===== config.mk =====
export PLATFORM = sky130hd
export DESIGN_NAME = regfile_wb_arbiter_flat
export DESIGN_NICKNAME = d
export VERILOG_FILES = /design/src/rtl/regfile_wb_arbiter_pkg.sv /design/src/rtl/regfile_wb_arbiter_if.sv /design/src/rtl/regfile_wb_arbiter_rr.sv /design/src/rtl/regfile_wb_arbiter.sv /design/src/flat_wrapper.sv
export SDC_FILE = /design/constraint.sdc
export NUM_CORES = 1
export LEC_CHECK = 0
export BUFFER_PORTS_ARGS = -buffer_cell sky130_fd_sc_hd__buf_2
export CAP_MARGIN = 15
export CELL_PAD_IN_SITES_DETAIL_PLACEMENT = 0
export CELL_PAD_IN_SITES_GLOBAL_PLACEMENT = 1
export CORE_MARGIN = 3
export CORE_UTILIZATION = 25
export DETAILED_ROUTE_END_ITERATION = 8
export MAX_ROUTING_LAYER = met4
export PLACE_DENSITY = 0.65
export SYNTH_ARGS = -nofsm -noshare
export SYNTH_HDL_FRONTEND = slang
export SYNTH_SLANG_ARGS = --single-unit

===== constraint.sdc =====
create_clock -name clk -period 2.7 [get_ports clk]
set_clock_uncertainty 0.2 [all_clocks]
set_input_delay 0 -clock clk [delete_from_list [all_inputs] [get_ports clk]]
set_output_delay 0 -clock clk [all_outputs]
set_load 0.02 [all_outputs]

===== src/rtl/regfile_wb_arbiter_pkg.sv =====
// regfile_pkg: shared register-file widths and writeback request types
package regfile_pkg;
   localparam int REG_AW = 5;
   localparam int REG_DW = 32;
   typedef logic [REG_AW-1:0] reg_addr_t;
   typedef logic [REG_DW-1:0] reg_data_t;
   typedef struct packed {
      reg_addr_t addr;
      reg_data_t data;
   } wb_req_t;
endpackage


===== src/rtl/regfile_wb_arbiter_if.sv =====
// regfile_wb_arbiter_if: packed valid/ready writeback request bus from NUM_REQ sources plus stall
interface regfile_wb_arbiter_if
   import regfile_pkg::*;
#(
   parameter int NUM_REQ = 3,
   parameter int AW = REG_AW,
   parameter int DW = REG_DW
) ();
   logic [NUM_REQ-1:0]    req_valid;
   logic [NUM_REQ-1:0]    req_ready;
   logic [NUM_REQ*AW-1:0] req_addr;
   logic [NUM_REQ*DW-1:0] req_data;
   logic                  wb_stall;
   modport master (output req_valid, req_addr, req_data, wb_stall, input req_ready);
   modport slave (input req_valid, req_addr, req_data, wb_stall, output req_ready);
endinterface


===== src/rtl/regfile_wb_arbiter_rr.sv =====
// rr_arbiter: combinational round-robin picker, searching req upward from ptr with wraparound
module rr_arbiter #(
   parameter int N = 3,
   parameter int IW = (N > 1) ? $clog2(N) : 1
) (
   input  logic [N-1:0]  req,
   input  logic [IW-1:0] ptr,
   input  logic          en,
   output logic [N-1:0]  gnt,
   output logic [IW-1:0] gnt_idx,
   output logic          any_gnt
);
   always_comb begin
      int j;
      j = 0;
      gnt = '0;
      gnt_idx = '0;
      any_gnt = 1'b0;
      for (int k = 0; k < N; k++) begin
         j = (int'(ptr) + k) % N;
         if (en && req[j] && !any_gnt) begin
            gnt[j] = 1'b1;
            gnt_idx = IW'(j);
            any_gnt = 1'b1;
         end
      end
   end
endmodule


===== src/rtl/regfile_wb_arbiter.sv =====
// regfile_wb_arbiter: round-robin share of the register-file write port behind a one-entry write stage.
// Optional decode bypass ports when REGFILE_WB_BYPASS_EN is defined.
module regfile_wb_arbiter
   import regfile_pkg::*;
#(
   parameter int NUM_REQ = 3,
   parameter int AW = REG_AW,
   parameter int DW = REG_DW
) (
   input  logic                       clk,
   input  logic                       rst,
   regfile_wb_arbiter_if.slave        bus,
   output logic                       we3,
   output logic [AW-1:0]              waddr,
   output logic [DW-1:0]              wd3,
   output logic [$clog2(NUM_REQ)-1:0] grant_id
`ifdef REGFILE_WB_BYPASS_EN
   ,
   input  logic [AW-1:0]              byp_rs1,
   input  logic [AW-1:0]              byp_rs2,
   output logic                       byp_hit1,
   output logic                       byp_hit2,
   output logic [DW-1:0]              byp_data
`endif
);
   localparam int IW = $clog2(NUM_REQ);
   logic [NUM_REQ-1:0] gnt;
   logic [IW-1:0]      gnt_idx, rr_ptr;
   logic               any_gnt, we_q;
   logic [AW-1:0]      g_addr;
   logic [DW-1:0]      g_data;
   rr_arbiter #(.N(NUM_REQ), .IW(IW)) u_arb (
      .req(bus.req_valid),
      .ptr(rr_ptr),
      .en(!rst && !bus.wb_stall),
      .gnt(gnt),
      .gnt_idx(gnt_idx),
      .any_gnt(any_gnt)
   );
   assign bus.req_ready = gnt;
   assign g_addr = bus.req_addr[gnt_idx*AW +: AW];
   assign g_data = bus.req_data[gnt_idx*DW +: DW];
   always_ff @(posedge clk) begin
      if (rst) begin
         we_q <= 1'b0;
         waddr <= '0;
         wd3 <= '0;
         grant_id <= '0;
         rr_ptr <= '0;
      end else begin
         we_q <= any_gnt && (g_addr != '0);
         if (any_gnt) begin
            waddr <= g_addr;
            wd3 <= g_data;
            grant_id <= gnt_idx;
            rr_ptr <= (gnt_idx == IW'(NUM_REQ - 1)) ? '0 : gnt_idx + 1'b1;
         end
      end
   end
   // an entry still in the stage when reset arrives must never reach the register file
   assign we3 = we_q && !rst;
`ifdef REGFILE_WB_BYPASS_EN
   assign byp_hit1 = we3 && (waddr == byp_rs1);
   assign byp_hit2 = we3 && (waddr == byp_rs2);
   assign byp_data = wd3;
`endif
endmodule


===== src/flat_wrapper.sv =====
// flat-port wrapper written by rule: the top's interface ports become plain ports
module regfile_wb_arbiter_flat import regfile_pkg::*;
#(
   parameter int NUM_REQ = 3,
   parameter int AW = REG_AW,
   parameter int DW = REG_DW
)
  (clk, rst, we3, waddr, wd3, grant_id, bus_req_valid, bus_req_addr, bus_req_data, bus_wb_stall, bus_req_ready);
  regfile_wb_arbiter_if #(.NUM_REQ(NUM_REQ), .AW(AW), .DW(DW)) bus_i ();
  input  logic clk;
  input  logic rst;
  output logic we3;
  output logic [AW-1:0] waddr;
  output logic [DW-1:0] wd3;
  output logic [$clog2(NUM_REQ)-1:0] grant_id;
  input wire logic [$bits(bus_i.req_valid)-1:0] bus_req_valid;
  input wire logic [$bits(bus_i.req_addr)-1:0] bus_req_addr;
  input wire logic [$bits(bus_i.req_data)-1:0] bus_req_data;
  input wire logic [$bits(bus_i.wb_stall)-1:0] bus_wb_stall;
  output wire logic [$bits(bus_i.req_ready)-1:0] bus_req_ready;
  assign bus_i.req_valid = bus_req_valid;
  assign bus_i.req_addr = bus_req_addr;
  assign bus_i.req_data = bus_req_data;
  assign bus_i.wb_stall = bus_wb_stall;
  assign bus_req_ready = bus_i.req_ready;
  regfile_wb_arbiter #(.NUM_REQ(NUM_REQ), .AW(AW), .DW(DW)) u_core (.clk(clk), .rst(rst), .bus(bus_i), .we3(we3), .waddr(waddr), .wd3(wd3), .grant_id(grant_id));
endmodule

**Word level (Yosys, flattened, before mapping)**

Index checks and enable logic that the tools add are counted.

- Input port bits: 117
- Logic and storage cells: 64
- Output and inout port bits: 43
- Register bits: 42

- $lt $le $gt $ge: 6
- Div/mod/pow operators: 3
- Bitwise gates (word level): 2
- Eq/ne operators: 1
- Multiplexer cells: 25
- Multiply operators: 1
- Add/subtract/negate cells: 3
- Reduce and logical (&&, ||, !) cells: 16
- Shift operators: 2

Operators with widths:

| cell | count |
|---|---|
| >= comparator 32 x 1 -> 1 bit, second input constant | 3 |
| < comparator 32 x 4 -> 1 bit, second input constant | 3 |
| variable part select 96 x 8 -> 32 bit | 1 |
| remainder unit 32 x 3 -> 32 bit, second input constant | 2 |
| remainder unit 3 x 3 -> 32 bit, second input constant | 1 |
| variable part select 15 x 6 -> 5 bit | 1 |
| 2-to-1 mux 1 bit | 12 |
| logical AND 1 bit | 11 |
| 2-to-1 mux 3 bit | 3 |
| 2-to-1 mux 2 bit | 4 |
| binary-select mux 1 bit (select 2 bit) | 3 |
| demux 1 bit (select 2 bit) | 3 |
| OR 3 bit | 2 |
| multiplier 2 x 3 -> 5 bit, second input constant | 1 |
| nonzero test 5 bit | 1 |
| zero test 1 bit | 4 |
| adder 2 x 1 -> 3 bit, second input constant | 1 |
| adder 2 x 2 -> 3 bit, second input constant | 1 |
| adder 2 x 1 -> 2 bit, second input constant | 1 |
| == test 2 bit, second input constant | 1 |

**Logic depth before layout (Yosys ltp)**

- Depth after elaboration: 16
- Mapped depth: 10
- Depth with buffers taken out: 8

**Cells and area by module**

From an unflattened synthesis, not the netlist that was laid out.

- Cell total of the unflattened synthesis: 315
- Area, all modules: 2578.7 µm²

Modules (own cells, without submodules):

| module | times used | cells each | sequential area each (µm²) | area each (µm²) |
|---|---|---|---|---|
| regfile_wb_arbiter | 1 | 269 | 840.8 | 2228.4 |
| rr_arbiter | 1 | 46 | 0.0 | 350.3 |

**Worst setup path before layout**

Ideal clock, no wire load.

- Path kind: reg2reg
- Start point: register u_core.rr_ptr[0]
- End point: register u_core.wd3[10]
- Period minus slack after synthesis: 2462 ps
- Data arrival time: 2131 ps
- Stages on the path, launching flop included: 11
- Library setup time: 130 ps
- Path slack: 238 ps
- Data required time: 2370 ps
- Path buffers: 2
- Cell sequence: dfxtp_1 inv_1 ha_1 inv_1 or4_4 o311ai_2 buf_6 nand2_8 buf_8 mux2i_1 o22ai_1

- Cells in the longest elaborated chain, start to end: 13
- Elaborated cells between the ends (all ways): 28
- Those cells by class: 2 x add/sub; 3 x div; 1 x shift; 15 x mux; 7 x reduce/logical

Ends and longest elaborated chain:

| item | line | text |
|---|---|---|
| from (decl) | regfile_wb_arbiter.sv:28 | `logic [IW-1:0] gnt_idx, rr_ptr;` |
| from (signal assigned) | regfile_wb_arbiter.sv:56 | `rr_ptr <= (gnt_idx == IW'(NUM_REQ - 1)) ? '0 : gnt_idx + 1'b1;` |
| branches (longest 13 deep; another with remainder unit 32 x 3 -> 32 bit) | n/a |  |
| to (signal assigned) | regfile_wb_arbiter.sv:54 | `wd3 <= g_data;` |
| to (decl) | regfile_wb_arbiter.sv:15 | `output logic [DW-1:0] wd3,` |

Several ways; the timed one is not identified. The select of a mux whose other input is x is not followed.
A chain may end at the register's enable or synchronous reset.

**Final worst setup path**

- Start point: register u_core.rr_ptr[0]
- End point: register u_core.waddr[1]

- Cells in the longest elaborated chain, start to end: 14
- Elaborated cells between the ends (all ways): 29
- Those cells by class: 2 x add/sub; 1 x mul; 3 x div; 1 x shift; 15 x mux; 7 x reduce/logical

Ends and longest elaborated chain:

| item | line | text |
|---|---|---|
| branches (longest 14 deep; another with remainder unit 32 x 3 -> 32 bit) | n/a |  |
| to (signal assigned) | regfile_wb_arbiter.sv:53 | `waddr <= g_addr;` |
| to (decl) | regfile_wb_arbiter.sv:14 | `output logic [AW-1:0] waddr,` |

Several ways; the timed one is not identified. The select of a mux whose other input is x is not followed.

==> results.cfg <==
[pwr]
finalPower_uw = 3542
total_leakage_power_uw = 0.002227
power_density_nw_per_um2 = 730.6
vdd_ir_drop_max_mv = 0.3012

[drt]
drt-vias-per-instance = 5.105
antenna_violating_nets_post_route = 0
drt-initial-drc-count = 185
routed_vias = 3599
drt_pass1_iterations = 6
wl_per_cell_um = 15.84
post-route-drc-count = 0
drt-total-wl_um = 11170

[clock_tree]
clock_sink_count = 42
cts_htree_levels = 2
clock_latency_ns = 0.28
cts_max_path_buffers = 2
tritoncts.num_buffers = 5
cts.clk_slew.worst_paths_ns = 0.08
cts_root_buf = sky130_fd_sc_hd__clkbuf_8
cts_tree = yes

[placed_design]
io_buffer_count = 159
numPlacedInstances = 585
dp_hpwl_um = 7227
gp_congestion = 0.8568
pre_cts_ws_ns = -0.07414

[die]
die_height_um = 107.6
core_um2 = 9910
initial_core_util_pct = 26.05
die-area_um2 = 11580
boundaryPins = 160
chipWidth_um = 107.6
row_count = 36

[sta]
worst_hold_slack_ns = 0.02417
setup-violations-final = 0
slew_headroom_pct = 69.80
fraction_of_the_cycle_the_final_worst_path_needs_pct = 96.63
max_clock_freq_mhz = 383.3
shortest_clock_period_the_worst_path_allows_after_layout_ns = 2.609
final.setup.worst_slack_ns = 0.09101
report.final.hold_viol_count = 0
report.final.slew_viol_count = 0
tightest_slew_ns = 0.4482

[yosys]
avgSynthCellArea_um2 = 8.633
syn-instance-count = 299
synth.distinct_cells = 54
synth-seq-area-share_pct = 32.57
synth_nets = 420
synth_flop_cell = sky130_fd_sc_hd__dfxtp_1
syn-cell-area_um2 = 2581
flops_latches_synth = 42
synth-async-reset-ratio_pct = 0
synth-edff-count = 0
synth_warnings = 0

[critical_path]
endpoint_kind = flip-flop
critPathMaxFanout = 6
critical_path.startpoint_type = flip-flop
worstSetupEndpoint = u_core.waddr[1]$_SDFFE_PP0P_
worstRegToRegCells = 10
reg2reg_slack_ns = 0.09
crit_path_kind = flip-flop to flip-flop
critPathRequiredTime_ns = 2.67
rr_endpoint = u_core.waddr[1]$_SDFFE_PP0P_
critical_path.startpoint = u_core.rr_ptr[0]$_SDFFE_PP0P_
critPathArrivalTime_ns = 2.58
worstReg2RegStart = u_core.rr_ptr[0]$_SDFFE_PP0P_

[final_layout]
final_core_util_pct = 48.93
most_frequent_cells_in_the_layout = sky130_fd_sc_hd__buf_2 (159), sky130_fd_sc_hd__dlygate4sd3_1 (108), sky130_fd_sc_hd__dfxtp_1 (41)
syn2layout_area_growth_pct = 87.83
drive_above_1_share_pct = 36.89
final_cells = 705
n_antenna_cell = 0
finish.net_count = 692
layout.cells.most_common = sky130_fd_sc_hd__buf_2
final.fill_count = 978

[grt]
antenna_found_initial = 0
global_route_overflow = 0
first_pass_grt_wire_length_um = 17200
number_of_global_route_vias_before_repair = 3647
grt_start_max_net_pins = 30
grt_util_all_layers_pct = 18.80

[hold_path]
timing.hold.worst_path_depth = 4
worstHoldPathType = input pin to flip-flop

[run_status]
run_status = complete, no violations

[run]
max-cap-violations = 0
[how the worst min path moves through the flow]
stage                      from                          end  slack (ns)
3_5_place_dp   bus_req_data[57]  u_core.wd3[25]$_SDFFE_PP0P_        0.09
2_1_floorplan      bus_wb_stall             bus_req_ready[2]       -0.02
3_3_place_gp   bus_req_data[54]  u_core.wd3[22]$_SDFFE_PP0P_        0.08
4_1_cts         bus_req_addr[3]       u_core.we_q$_SDFF_PP0_        0.01
6_report        bus_req_addr[3]       u_core.we_q$_SDFF_PP0_        0.02
5_1_grt         bus_req_addr[3]       u_core.we_q$_SDFF_PP0_        0.02
[sequential cells by signal, summed over array words and instances, names as in the netlist]
register / cells
u_core.waddr: 5
u_core.grant_id: 2
u_core.wd3: 32
u_core.rr_ptr: 2
u_core.we_q: 1
[synth_stat cells (3+ instances only)]
cell / instances / area [um^2]
sky130_fd_sc_hd__o22ai_1: 14 / 87.58
sky130_fd_sc_hd__a21oi_1: 26 / 130.1
sky130_fd_sc_hd__a22oi_1: 32 / 240.2
sky130_fd_sc_hd__and3_1: 3 / 18.77
sky130_fd_sc_hd__ha_1: 4 / 50.05
sky130_fd_sc_hd__a211oi_1: 3 / 22.52
sky130_fd_sc_hd__o31ai_1: 3 / 22.52
sky130_fd_sc_hd__dfxtp_1: 42 / 840.8
sky130_fd_sc_hd__a31oi_1: 3 / 18.77
sky130_fd_sc_hd__nand3b_1: 3 / 22.52
sky130_fd_sc_hd__buf_2: 11 / 55.05
sky130_fd_sc_hd__buf_6: 5 / 56.30
sky130_fd_sc_hd__nand2_1: 7 / 26.28
sky130_fd_sc_hd__o21ai_0: 25 / 125.1
sky130_fd_sc_hd__a21o_1: 21 / 157.7
sky130_fd_sc_hd__nor2_1: 9 / 33.78
sky130_fd_sc_hd__clkbuf_1: 9 / 33.78
sky130_fd_sc_hd__mux2i_1: 14 / 140.1
sky130_fd_sc_hd__inv_1: 4 / 15.01
sky130_fd_sc_hd__nand3_1: 21 / 105.1
[critical path, stage by stage, from the launching register on]
cell	delay [ns]
sky130_fd_sc_hd__dfxtp_2	0.38
sky130_fd_sc_hd__inv_1	0.07
sky130_fd_sc_hd__ha_1	0.32
sky130_fd_sc_hd__buf_4	0.16
sky130_fd_sc_hd__o21ai_0	0.38
sky130_fd_sc_hd__o311ai_4	0.14
sky130_fd_sc_hd__buf_12	0.16
sky130_fd_sc_hd__buf_4	0.14
sky130_fd_sc_hd__and3_1	0.17
sky130_fd_sc_hd__a211oi_1	0.24
sky130_fd_sc_hd__o31ai_1	0.11
[timing repair]
action	CTS	global route
pin swaps	1	0
gates resized for setup	0	8
hold buffers	108	0
endpoints found under the hold margin	41	0
buffers inserted	4	0
setup endpoints to repair	22	39
[cell families after synthesis]
family	count (synthesis)	synth area share (%)
AOI/OAI and AO/OA	149	39.36
and+or+nand+nor	55	12.12
DFF	42	32.57
buffers and inverters	33	7.512
muxes	16	6.495
adders and majority gates	4	1.939
[layout make-up]
| type | instances | area [um^2] | area share, % |
|---|---|---|---|
| Tap cell | 133 | 166.4 | 3.432 |
| Sequential cell | 42 | 842.1 | 17.37 |
| Timing Repair Buffer | 294 | 2142 | 44.18 |
| Inverter | 4 | 15.01 | 0.3097 |
| Multi-Input combinational cell | 224 | 1597 | 32.93 |
| Clock inverter | 2 | 13.76 | 0.2839 |
| Clock buffer | 6 | 72.57 | 1.497 |
[through the flow]
step,setup TNS (ns),cell area (um^2)
6_report,0,4848
5_1_grt,-0.02238,4848
3_5_place_dp,-0.3117,3598
3_3_place_gp,-0.002863,3598
2_1_floorplan,0,2581
4_1_cts,0,4808
[per-layer routing]
metal / routed length [um] / track usage [%] / vias to the layer above
li1: - / - / 1691
met1: 4588 / 21.89 / 1673
met2: 5467 / 31.71 / 189
met3: 659 / 3.179 / 46
met4: 454 / 8.476 / 0
met5: 0 / - / -
[report_power, final]
| group | switching, uW | total, uW | leakage, uW | internal, uW |
|---|---|---|---|---|
| sequential | 114 | 941 | 0.000346 | 828 |
| clock | 234 | 417 | 0.0000452 | 183 |
| combinational | 1200 | 2180 | 0.00184 | 987 |
No activity file was read; power rests on OpenSTA's default activity.
